[src/rtl/trap_ctrl.sv]
// trap_ctrl: machine-mode trap entry/exit sequencer driving the CSR write port and the PC redirect
module trap_ctrl #(
  parameter logic [31:0] RESET_PC = 32'h0
) (
  input  logic        clk_i,
  input  logic        rst_i,
  input  logic        inst_valid_i,
  input  logic [31:0] inst_addr_i,
  input  logic        ecall_i,
  input  logic        ebreak_i,
  input  logic        mret_i,
  input  logic        irq_ext_i,
  input  logic        irq_timer_i,
  input  logic        wb_csr_we_i,
  input  logic [31:0] mtvec_i,
  input  logic [31:0] mepc_i,
  input  logic [31:0] mstatus_i,
  output logic        hold_o,
  output logic        flush_o,
  output logic        jump_flag_o,
  output logic [31:0] jump_addr_o,
  output logic        csr_we_o,
  output logic [11:0] csr_waddr_o,
  output logic [31:0] csr_wdata_o
);
  localparam logic [2:0] IDLE       = 3'd0;
  localparam logic [2:0] WR_MEPC    = 3'd1;
  localparam logic [2:0] WR_MCAUSE  = 3'd2;
  localparam logic [2:0] WR_MSTATUS = 3'd3;
  localparam logic [2:0] WR_MRET    = 3'd4;
  localparam logic [2:0] JUMP       = 3'd5;
  logic [2:0]  state_q, state_d;
  logic [31:0] cause_q, cause_d, pc_q, pc_d, mstatus_q, mstatus_d, mtvec_q, mtvec_d;
  logic        irq_q, irq_d, mret_q, mret_d;
  logic        irq_ext, irq_tmr, exc, accept;
  logic [31:0] trap_pc, ms_trap, ms_mret;
  always_comb begin
    irq_ext   = irq_ext_i & mstatus_i[3];
    irq_tmr   = irq_timer_i & mstatus_i[3];
    exc       = ebreak_i | ecall_i;
    accept    = rst_i & (state_q == IDLE) & inst_valid_i & ~wb_csr_we_i & (exc | mret_i | irq_ext | irq_tmr);
    state_d   = accept ? ((exc | ~mret_i) ? WR_MEPC : WR_MRET) :
                state_q == WR_MEPC ? WR_MCAUSE :
                state_q == WR_MCAUSE ? WR_MSTATUS :
                (state_q == WR_MSTATUS || state_q == WR_MRET) ? JUMP : IDLE;
    cause_d   = accept ? (ebreak_i ? 32'd3 : ecall_i ? 32'd11 : irq_ext ? 32'h8000000B : 32'h80000007) : cause_q;
    pc_d      = accept ? inst_addr_i : pc_q;
    mstatus_d = accept ? mstatus_i : mstatus_q;
    mtvec_d   = accept ? mtvec_i : mtvec_q;
    irq_d     = accept ? ~exc & ~mret_i : irq_q;
    mret_d    = accept ? ~exc & mret_i : mret_q;
  end
  // vectored offset only applies to interrupts; modes 10/11 fall back to direct
  always_comb begin
    trap_pc = {mtvec_q[31:2], 2'b00} + ((mtvec_q[1:0] == 2'b01 && irq_q) ? {25'b0, cause_q[4:0], 2'b00} : 32'h0);
    ms_trap = {mstatus_q[31:13], 2'b11, mstatus_q[10:8], mstatus_q[3], mstatus_q[6:4], 1'b0, mstatus_q[2:0]};
    ms_mret = {mstatus_q[31:13], 2'b11, mstatus_q[10:8], 1'b1, mstatus_q[6:4], mstatus_q[7], mstatus_q[2:0]};
    hold_o      = (state_q == IDLE) ? accept : state_q != JUMP;
    flush_o     = state_q == JUMP;
    jump_flag_o = state_q == JUMP;
    jump_addr_o = state_q != JUMP ? RESET_PC : mret_q ? mepc_i & ~32'h3 : trap_pc;
    csr_we_o    = state_q == WR_MEPC || state_q == WR_MCAUSE || state_q == WR_MSTATUS || state_q == WR_MRET;
    csr_waddr_o = state_q == WR_MEPC ? 12'h341 : state_q == WR_MCAUSE ? 12'h342 :
                  (state_q == WR_MSTATUS || state_q == WR_MRET) ? 12'h300 : 12'h0;
    csr_wdata_o = state_q == WR_MEPC ? pc_q : state_q == WR_MCAUSE ? cause_q :
                  state_q == WR_MSTATUS ? ms_trap : state_q == WR_MRET ? ms_mret : 32'h0;
  end
  always_ff @(posedge clk_i or negedge rst_i) begin
    if (!rst_i) begin
      state_q   <= IDLE;
      cause_q   <= '0;
      pc_q      <= '0;
      mstatus_q <= '0;
      mtvec_q   <= '0;
      irq_q     <= 1'b0;
      mret_q    <= 1'b0;
    end else begin
      state_q   <= state_d;
      cause_q   <= cause_d;
      pc_q      <= pc_d;
      mstatus_q <= mstatus_d;
      mtvec_q   <= mtvec_d;
      irq_q     <= irq_d;
      mret_q    <= mret_d;
    end
  end
endmodule

[config.mk]
export PLATFORM = sky130hd
export DESIGN_NAME = trap_ctrl
export DESIGN_NICKNAME = d
export VERILOG_FILES = /design/src/rtl/trap_ctrl.sv
export SDC_FILE = /design/constraint.sdc
export NUM_CORES = 1
export LEC_CHECK = 0
export BUFFER_PORTS_ARGS = -buffer_cell sky130_fd_sc_hd__buf_4
export CORE_MARGIN = 10
export CORE_UTILIZATION = 40
export DETAILED_ROUTE_END_ITERATION = 8
export GPL_TIMING_DRIVEN = 0
export PLACE_DENSITY = 0.68
export SETUP_SLACK_MARGIN = 0.4
export SLEW_MARGIN = 20
export SYNTH_ARGS = -nofsm -noshare
export SYNTH_HDL_FRONTEND = slang
export SYNTH_SLANG_ARGS = --single-unit
[constraint.sdc]
create_clock -name clk_i -period 3.55 [get_ports clk_i]
set_input_delay 0.71 -clock clk_i [delete_from_list [all_inputs] [get_ports clk_i]]
set_output_delay 0.71 -clock clk_i [all_outputs]
set_load 0.02 [all_outputs]
==> metrics, run 1 <==
Max VDD drop 517 µV; Die W 138 µm; Core ar. 13,800 µm²; final net count 878; initial DRC count 262; H-tree Lvls 3; startpoint class of the critical path register; Layout area overhead 42.3%; Final Setup Violations 0; Critical path origin mtvec_q[0]; # Max-Cap Violations 0; port bufs 203; EDFF count, synth 0; vias 4,850; share of layout cells above drive strength 1 53.4%; Yosys warnings 0; Post-DP HPWL 14,500 µm; I/O Pins 217; die area 19,100 µm²; Max Clock Skew 7.11 ps; RSZ-0062 raised after global routing true; vias in the first global route 5,186; Cells after Synth 500; post-cts hold buffer count 0; cts bufs inserted 9; top_reg_cell synth dfrtp_1; diodes inserted 0; CTS tree yes; final worst-path setup slack 262 ps; crit-path max FO 5; wirelength, routed 18,500 µm; first-pass GRT wire length 28,800 µm; critical path data arrival time 2580 ps; Worst EP required 2840 ps; GR Overflow Total 0; Initial DRT Pass Iterations 4; Final Max Slew Viols 0; Site Rows 43; Tightest Pin Transition 597 ps; status complete, no violations; Setup CP Type register to primary output; Post-Syn Area per Cell 11.1 µm²; Clock Path Buffers 2; r2r worst-path depth 6; Peak Freq 304 MHz; Reg clk slew, reported paths 60 ps; Register-to-Register Setup Slack 1240 ps; Clock Latency Late Sink 340 ps; vias per std cell 5.26; cell mode on critical path buf_6; largest net degree at the start of global routing 105; FFs w/ async S/R, synth 100%; Hold Crit Class primary input to async pin; Tcrit/Tclk final 92.6%; gpl congestion 0.913; initial antenna violation count 0; top cells by area, synth dfrtp_1 (46%), mux2_2 (19%), a22o_1 (3.8%); P per Cell Area 793 nW/µm²; Slew headroom 60.2%; library cells used by synthesis 53; hold slack 224 ps; DRC Markers 0; slowest CP cell dfrtp_1; Wirelength per Cell 20.1 µm; clock sink total 103; Die Height 138 µm; share of the synthesized area in the top cell type 46.2%; CP cell instances and4b_1 -> ha_4 -> nand2_2 -> o31ai_4 -> and3_1 -> buf_6 -> a31oi_1 -> o31a_1 -> buf_6; Final Power 6290 µW; Reg-to-Reg Start state_q[0]; sequential area share after synthesis 46.2%; Initial Utilization 40.5%; Setup WS pre-CTS -253 ps; Pleak 0.00369 µW; #FFs+latches synth 103; fillcell total 1,193; ANT nets after route 0; critical path's largest stage delay 410 ps; crit path capture type primary output; synthesized cell area 5570 µm²; Root Driver clkbuf_16; RR Endpoint mtvec_q[5]; Final Hold Fails 0; GRT Total Usage 18.4%; final worst path period need 3290 ps; cell taking the most area after synthesis dfrtp_1
[logic make-up (layout without fill, tap and decap cells)]
logic type | count (synthesis) | in the layout | share of synthesized area [%]
simple gates | 119 | 119 | 12.4
buf+inv | 45 | 279 | 4.06
xor+xnor | 25 | 25 | 3.93
mux | 100 | 100 | 20.1
compound gates | 104 | 104 | 12.5
fa+ha+maj | 3 | 3 | 0.673
flops | 103 | 103 | 46.2
other cells | 1 | 9 | 0.0673
[through the flow]
stage	instances	utilization [%]	setup TNS (ps)	area, µm²
final	922	57.6	0	7930
after global routing	922	57.6	0	7930
after CTS	919	57.1	0	7860
after detailed placement	891	53.4	-1440	7360
after global placement	891	53.4	-8580	7350
after floorplan	508	-	0	5600
[worst max-delay path by stage]
stage | end | slack, ps | cells past startpoint
finish | jump_addr_o[31] | 260 | 9
global route | jump_addr_o[25] | 190 | 9
CTS | jump_addr_o[31] | 280 | 9
detailed placement | hold_o | -250 | 6
global placement | hold_o | -530 | 6
floorplan | jump_addr_o[9] | 430 | 7
[power breakdown]
group	internal, µW	total (µW)	switching (µW)
sequential	1750	2250	494
clock	490	905	414
combinational	1520	3140	1620
[layout by cell type (no fill, tap or decap), types with 3 or more instances in the layout]
| master | netlist | layout |
|---|---|---|
| buf_4 | 12 | 226 |
| dfrtp_1 | 103 | 102 |
| mux2_2 | 95 | 95 |
| nand2_1 | 32 | 31 |
| o21ai_0 | 32 | 29 |
| a22o_1 | 24 | 24 |
| nor2_1 | 23 | 22 |
| nand3_1 | 17 | 17 |
| a21oi_1 | 18 | 16 |
| xor2_1 | 14 | 14 |
| buf_2 | 10 | 11 |
| nand4_1 | 10 | 10 |
| clkbuf_16 | 0 | 10 |
| clkbuf_2 | 0 | 9 |
| clkbuf_1 | 17 | 9 |
| xnor2_1 | 11 | 9 |
| conb_1 | 1 | 9 |
| a22oi_1 | 5 | 5 |
| nor2b_1 | 7 | 4 |
| inv_1 | 5 | 4 |
| o21ai_2 | 1 | 4 |
| mux2i_1 | 5 | 4 |
| a211oi_1 | 5 | 4 |
| a21o_1 | 3 | 3 |
| or2_2 | 3 | 3 |
| and4b_1 | 3 | 3 |
| buf_6 | 0 | 3 |
[critical path, delay by kind of cell, from the launching register on]
kind / cells / cell delay [ps]
compound gates: 3 / 670
fa+ha+maj: 1 / 310
buf+inv: 2 / 270
flops: 1 / 410
simple gates: 3 / 560
[layout make-up]
cell class              instances  area [µm²]  area share [%]
repair buffers                219        1690            21.3
clock buffers                  12         246            3.11
well taps                     180         225            2.84
plain buffers                  39         220            2.78
flip-flops and latches        103        2580            32.5
multi-input cells             360        2930            36.9
inverters                       6        22.5           0.284
clock inverters                 3        20.0           0.252
[Yosys cell counts, types with 7 or more instances]
cell type,n
a21oi_1,18
a22o_1,24
buf_2,10
buf_4,12
clkbuf_1,17
dfrtp_1,103
mux2_2,95
nand2_1,32
nand3_1,17
nand4_1,10
nor2_1,23
nor2b_1,7
o21ai_0,32
xnor2_1,11
xor2_1,14
[flip-flops by register name (all words and copies together) (netlist names)]
register	flops
mtvec_q	32
pc_q	32
mstatus_q	30
cause_q	4
state_q	3
irq_q	1
mret_q	1
[what timing repair did]
item	in CTS	in global routing
setup endpoints to repair	66	49
pin swaps	18	1
buffers inserted	13	2
cloned	0	1
gates resized for setup	37	13
[layer usage]
metal	share of wire (%)	wire [µm]	vias up	track usage (%)
met5	0	0	-	0
li1	-	-	2279	-
met3	11	2000	12	8.56
met1	41	7630	2358	21.8
met2	47	8750	201	30.0
met4	0.85	158	0	3.61
No activity file was read; power rests on OpenSTA's default activity.
==> run 2, diff against run 1 <==
==> constraint.sdc (replaced) <==
create_clock -name clk_i -period 3.55 [get_ports clk_i]
set_input_delay 0.355 -clock clk_i [delete_from_list [all_inputs] [get_ports clk_i]]
set_output_delay 0.355 -clock clk_i [all_outputs]
set_load 0.02 [all_outputs]
==> metrics, run 2 (same netlist as run 1, synthesis figures left out) <==
slowest CP cell dfrtp_1 (unchanged); footprint of the multi-input gates 2860 µm² (was 2930 µm²); Pleak 0.00357 µW (was 0.00369 µW); diodes inserted 0 (unchanged); Max VDD drop 515 µV (was 517 µV); Core ar. 13,800 µm² (unchanged); P per Cell Area 803 nW/µm² (was 793 nW/µm²); Int Power 3700 µW (was 3770 µW); status complete, no violations (unchanged); Initial DRT Pass Iterations 4 (unchanged); Gate power share 49.0% (was 49.9%); Hold Crit Class primary input to async pin (unchanged); crit path capture type primary output (unchanged); critical path data arrival time 2700 ps (was 2580 ps); final std cells w/o fill 910 (was 922); final worst path period need 3050 ps (was 3290 ps); ANT nets after route 0 (unchanged); Final Setup Violations 0 (unchanged); Peak Freq 328 MHz (was 304 MHz); clock sink total 103 (unchanged); # Max-Cap Violations 0 (unchanged); register area 2580 µm² (unchanged); Layout area overhead 38.6% (was 42.3%); Switch Pwr 2500 µW (was 2530 µW); startpoint class of the critical path register (unchanged); critical path's top delay family simple AND/OR/NAND/NOR gates (was compound AO/OA/AOI/OAI gates); Clock Path Buffers 2 (unchanged); wirelength, routed 18,100 µm (was 18,500 µm); biggest regs mtvec_q: 32 flops, pc_q: 32 flops, mstatus_q: 30 flops (unchanged); CP Buf/Inv Count 2 (unchanged); Final Hold Fails 0 (unchanged); initial DRC count 244 (was 262); share of layout cells above drive strength 1 50.1% (was 53.4%); GR Overflow Total 0 (unchanged); vias per std cell 5.28 (was 5.26); vias in the first global route 5,091 (was 5,186); DRC Markers 0 (unchanged); CP cell instances and4b_1 -> ha_4 -> a21oi_2 -> o31ai_4 -> and3_1 -> buf_4 -> and4_1 -> o31a_1 -> buf_4 (was and4b_1 -> ha_4 -> nand2_2 -> o31ai_4 -> and3_1 -> buf_6 -> a31oi_1 -> o31a_1 -> buf_6); Seq pwr share 36.3% (was 35.7%); Post-DP HPWL 14,500 µm (unchanged); Tightest Pin Transition 971 ps (was 597 ps); port bufs 203 (unchanged); final net count 866 (was 878); I/O Pins 217 (unchanged); vias 4,803 (was 4,850); gpl congestion 0.913 (unchanged); Final Max Slew Viols 0 (unchanged); fillcell total 1,225 (was 1,193); H-tree Lvls 3 (unchanged); Die W 138 µm (unchanged); TNS Setup 0 ps (unchanged); Max Clock Skew 5.87 ps (was 7.11 ps); die area 19,100 µm² (unchanged); CTS tree yes (unchanged); cell mode on critical path buf_4 (was buf_6); Reg clk slew, reported paths 70 ps (was 60 ps); Die Height 138 µm (unchanged); placed insts 891 (unchanged); switching part of the total power 40.3% (was 40.1%); Setup WS pre-CTS 270 ps (was -253 ps); RSZ-0062 raised after global routing false (was true); hold slack 103 ps (was 224 ps); most frequent cells in the layout buf_4 (217), dfrtp_1 (102), mux2_2 (95) (was buf_4 (226), dfrtp_1 (102), mux2_2 (95)); Setup CP Type register to primary output (unchanged); Wirelength per Cell 19.9 µm (was 20.1 µm); Worst EP required 3190 ps (was 2840 ps); final worst-path setup slack 499 ps (was 262 ps); Site Rows 43 (unchanged); post-cts hold buffer count 0 (unchanged); Clock Latency Late Sink 340 ps (about the same); Tcrit/Tclk final 86.0% (was 92.6%); Slew headroom 35.3% (was 60.2%); cts bufs inserted 9 (unchanged); critical path's largest stage delay 410 ps (about the same); Root Driver clkbuf_16 (unchanged); first-pass GRT wire length 28,300 µm (was 28,800 µm); GRT Total Usage 18.1% (was 18.4%); Clk pwr share 14.7% (was 14.4%); commonest non-fill, non-tap cell in the layout buf_4 (unchanged); initial antenna violation count 0 (unchanged); fin util 56.1% (was 57.6%); crit-path max FO 5 (unchanged); largest net degree at the start of global routing 105 (unchanged); Initial Utilization 40.5% (unchanged)
[run 2: power by group through the flow]
stage | Combinational [µW] | Clock [µW] | Sequential, µW
floorplan | 1940 | 0 | 2110
global placement | 2960 | 0 | 2230
detailed placement | 3020 | 0 | 2270
CTS | 3050 | 937 | 2250
global route | 3300 | 987 | 2330
finish | 3040 | 908 | 2250
[run 2: routing by layer]
layer | wire, µm | up-vias | track usage [%]
li1 | - | 2256 | -
met1 | 7500 | 2316 | 21.4
met3 | 2080 | 8 | 8.73
met4 | 112 | 0 | 3.44
met2 | 8450 | 223 | 29.4
met5 | 0 | - | 0
[run 2: stage by stage]
stage | cell area, µm² | power (µW)
2_1_floorplan | 5600 | 4050
3_3_place_gp | 7350 | 5190
3_5_place_dp | 7360 | 5290
4_1_cts | 7670 | 6230
5_1_grt | 7720 | 6620
6_report | 7720 | 6200
[run 2: path summary, 6_finish.rpt]
check,start,to,slack (ps),cells past startpoint
min,rst_i,mtvec_q[23],100,1
max,mtvec_q[1],jump_addr_o[31],500,9
max in group asynchronous,rst_i,mtvec_q[0],2710,1
min in group clk_i,mtvec_i[27],mtvec_q[27],230,3
max reg2reg,state_q[0],mtvec_q[5],1120,6
min reg2reg,mstatus_q[26],mstatus_q[26],510,1
[run 2: area by class of cell]
| class | instances | share of cell area (%) |
|---|---|---|
| Buffer | 39 | 2.71 |
| Clock buffer | 12 | 3.19 |
| Clock inverter | 3 | 0.259 |
| Inverter | 6 | 0.292 |
| Multi-Input combinational cell | 360 | 37.0 |
| Sequential cell | 103 | 33.4 |
| Tap cell | 180 | 2.92 |
| Timing Repair Buffer | 207 | 20.2 |
[run 2: repair_timing]
item / 4_1_cts / 5_1_grt
resized for setup: 4 / 15
endpoints found under the setup margin: 26 / 22
pin swaps: 3 / 1
setup buffers: 4 / 0
[run 2: worst reg2reg max path: stages (launching register included)]
cell	delay, ps
dfrtp_1	420
nor2_1	240
nand4_1	150
a21oi_2	460
buf_2	360
buf_2	320
mux2_2	370
==> run 3, diff against run 2 <==
- MAX_ROUTING_LAYER: not set -> met4
==> metrics, run 3 (same netlist as run 1, synthesis figures left out) <==
status complete, no violations (unchanged); Clock Latency Late Sink 350 ps (was 340 ps); DRC Markers 0 (unchanged); Core ar. 13,800 µm² (unchanged); diodes inserted 0 (unchanged); initial antenna violation count 0 (unchanged); Worst EP required 3190 ps (about the same); Post-DP HPWL 14,300 µm (was 14,500 µm); ANT nets after route 0 (unchanged); Hold Crit Class primary input to async pin (unchanged); Slew headroom 35.2% (was 35.3%); CTS tree yes (unchanged); Max Clock Skew 7.55 ps (was 5.87 ps); final net count 867 (was 866); register area 2580 µm² (about the same); commonest non-fill, non-tap cell in the layout buf_4 (unchanged); Layout area overhead 39.6% (was 38.6%); footprint of the multi-input gates 2850 µm² (was 2860 µm²); r2r worst-path depth 6 (unchanged); Reg clk slew, reported paths 70 ps (about the same); crit-path max FO 5 (unchanged); share of layout cells above drive strength 1 50.3% (was 50.1%); RR Endpoint mtvec_q[0] (was mtvec_q[5]); die area 19,100 µm² (unchanged); cell mode on critical path buf_4 (unchanged); most frequent cells in the layout buf_4 (218), dfrtp_1 (103), mux2_2 (95) (was buf_4 (217), dfrtp_1 (102), mux2_2 (95)); critical path's largest stage delay 410 ps (about the same); fillcell total 1,253 (was 1,225); # Max-Cap Violations 0 (unchanged); Tcrit/Tclk final 86.6% (was 86.0%); Register-to-Register Setup Slack 1110 ps (was 1120 ps); Initial Utilization 40.5% (unchanged); P per Cell Area 817 nW/µm² (was 803 nW/µm²); Tightest Pin Transition 972 ps (was 971 ps); vias per std cell 5.26 (was 5.28); critical path's top delay family simple AND/OR/NAND/NOR gates (unchanged); largest net degree at the start of global routing 105 (unchanged); port bufs 203 (unchanged); Die Height 138 µm (unchanged); placement-stage cell area 7360 µm² (unchanged); Die W 138 µm (unchanged); Initial DRT Pass Iterations 4 (unchanged); wirelength, routed 18,200 µm (was 18,100 µm); Reg-to-Reg Start state_q[0] (unchanged); GRT Total Usage 18.8% (was 18.1%); startpoint class of the critical path register (unchanged); RSZ-0062 raised after global routing true (was false); Clock Path Buffers 2 (unchanged); critical path data arrival time 2720 ps (was 2700 ps); clock sink total 103 (unchanged); H-tree Lvls 3 (unchanged); gpl congestion 0.925 (was 0.913); Site Rows 43 (unchanged); vias in the first global route 5,102 (was 5,091); cts bufs inserted 9 (unchanged); Peak Freq 325 MHz (was 328 MHz); GR Overflow Total 0 (unchanged); final worst path period need 3080 ps (was 3050 ps); TNS Setup 0 ps (unchanged); slowest CP cell dfrtp_1 (unchanged); post-cts hold buffer count 0 (unchanged); vias 4,799 (was 4,803); I/O Pins 217 (unchanged); Final Max Slew Viols 0 (unchanged); Pleak 0.00361 µW (was 0.00357 µW); first-pass GRT wire length 28,300 µm (about the same); crit path capture type primary output (unchanged); fin area 7780 µm² (was 7720 µm²); hold slack 86.4 ps (was 103 ps); CP cell instances and4b_1 -> ha_4 -> a21oi_2 -> o31ai_4 -> and3_1 -> buf_4 -> and4_1 -> o31a_1 -> buf_4 (unchanged); Final Hold Fails 0 (unchanged); Wirelength per Cell 19.9 µm (about the same); Final Setup Violations 0 (unchanged); Setup CP Type register to primary output (unchanged); Root Driver clkbuf_16 (unchanged); biggest regs mtvec_q: 32 flops, pc_q: 32 flops, mstatus_q: 30 flops (unchanged); CP Buf/Inv Count 2 (unchanged); Max VDD drop 470 µV (was 515 µV); initial DRC count 194 (was 244)
run 3: changes by cell type in the layout (fill, tap and decap cells not counted), sizes merged:
cell	delta
buf	+1
bufinv	+2
clkbuf	-1
clkinv	+1
clkinvlp	-1
run 3: worst max-delay path by stage:
stage	start	to	slack, ps	cells past startpoint
2_1_floorplan	mtvec_q[0]	jump_addr_o[9]	790	7
3_3_place_gp	rst_i	mtvec_q[3]	10	6
3_5_place_dp	rst_i	mtvec_q[5]	290	6
4_1_cts	mtvec_q[0]	jump_addr_o[9]	420	9
5_1_grt	mtvec_q[1]	jump_addr_o[31]	360	9
6_report	mtvec_q[1]	jump_addr_o[31]	470	9
run 3: through the flow:
stage | util (%) | cells | setup slack, ps | total power, µW
2_1_floorplan | - | 508 | 786 | 4050
3_3_place_gp | 53.4 | 891 | 11.4 | 5190
3_5_place_dp | 53.4 | 891 | 286 | 5280
4_1_cts | 56.2 | 911 | 424 | 6400
5_1_grt | 56.5 | 912 | 356 | 6760
6_report | 56.5 | 912 | 474 | 6360
run 3: layout make-up:
class | instances | area share [%]
flip-flops and latches | 103 | 33.1
clock inverters | 5 | 1.05
multi-input cells | 360 | 36.7
repair buffers | 208 | 20.2
inverters | 6 | 0.289
clock buffers | 11 | 3.12
plain buffers | 39 | 2.69
well taps | 180 | 2.89
run 3: metal layers:
metal  vias to the layer above  global-route usage, %  wire length (µm)
li1                       2262                      -                 -
met1                      2327                   22.8              7850
met2                       196                   28.0              8210
met3                        14                   8.08              1940
met4                         0                   5.27               187
met5                         -                      -                 0
run 3: where the power goes:
part	internal [µW]	switching, µW	leakage (µW)
logic	1460	1580	0.00220
registers	1750	498	0.00126
clock network	638	436	0.000156
total	3850	2510	0.00361
run 3: timing repair:
| action | in CTS | in global routing |
|---|---|---|
| endpoints found under the setup margin | 36 | 34 |
| buffers inserted | 4 | 1 |
| pin swaps | 3 | 2 |
| gates resized for setup | 5 | 11 |
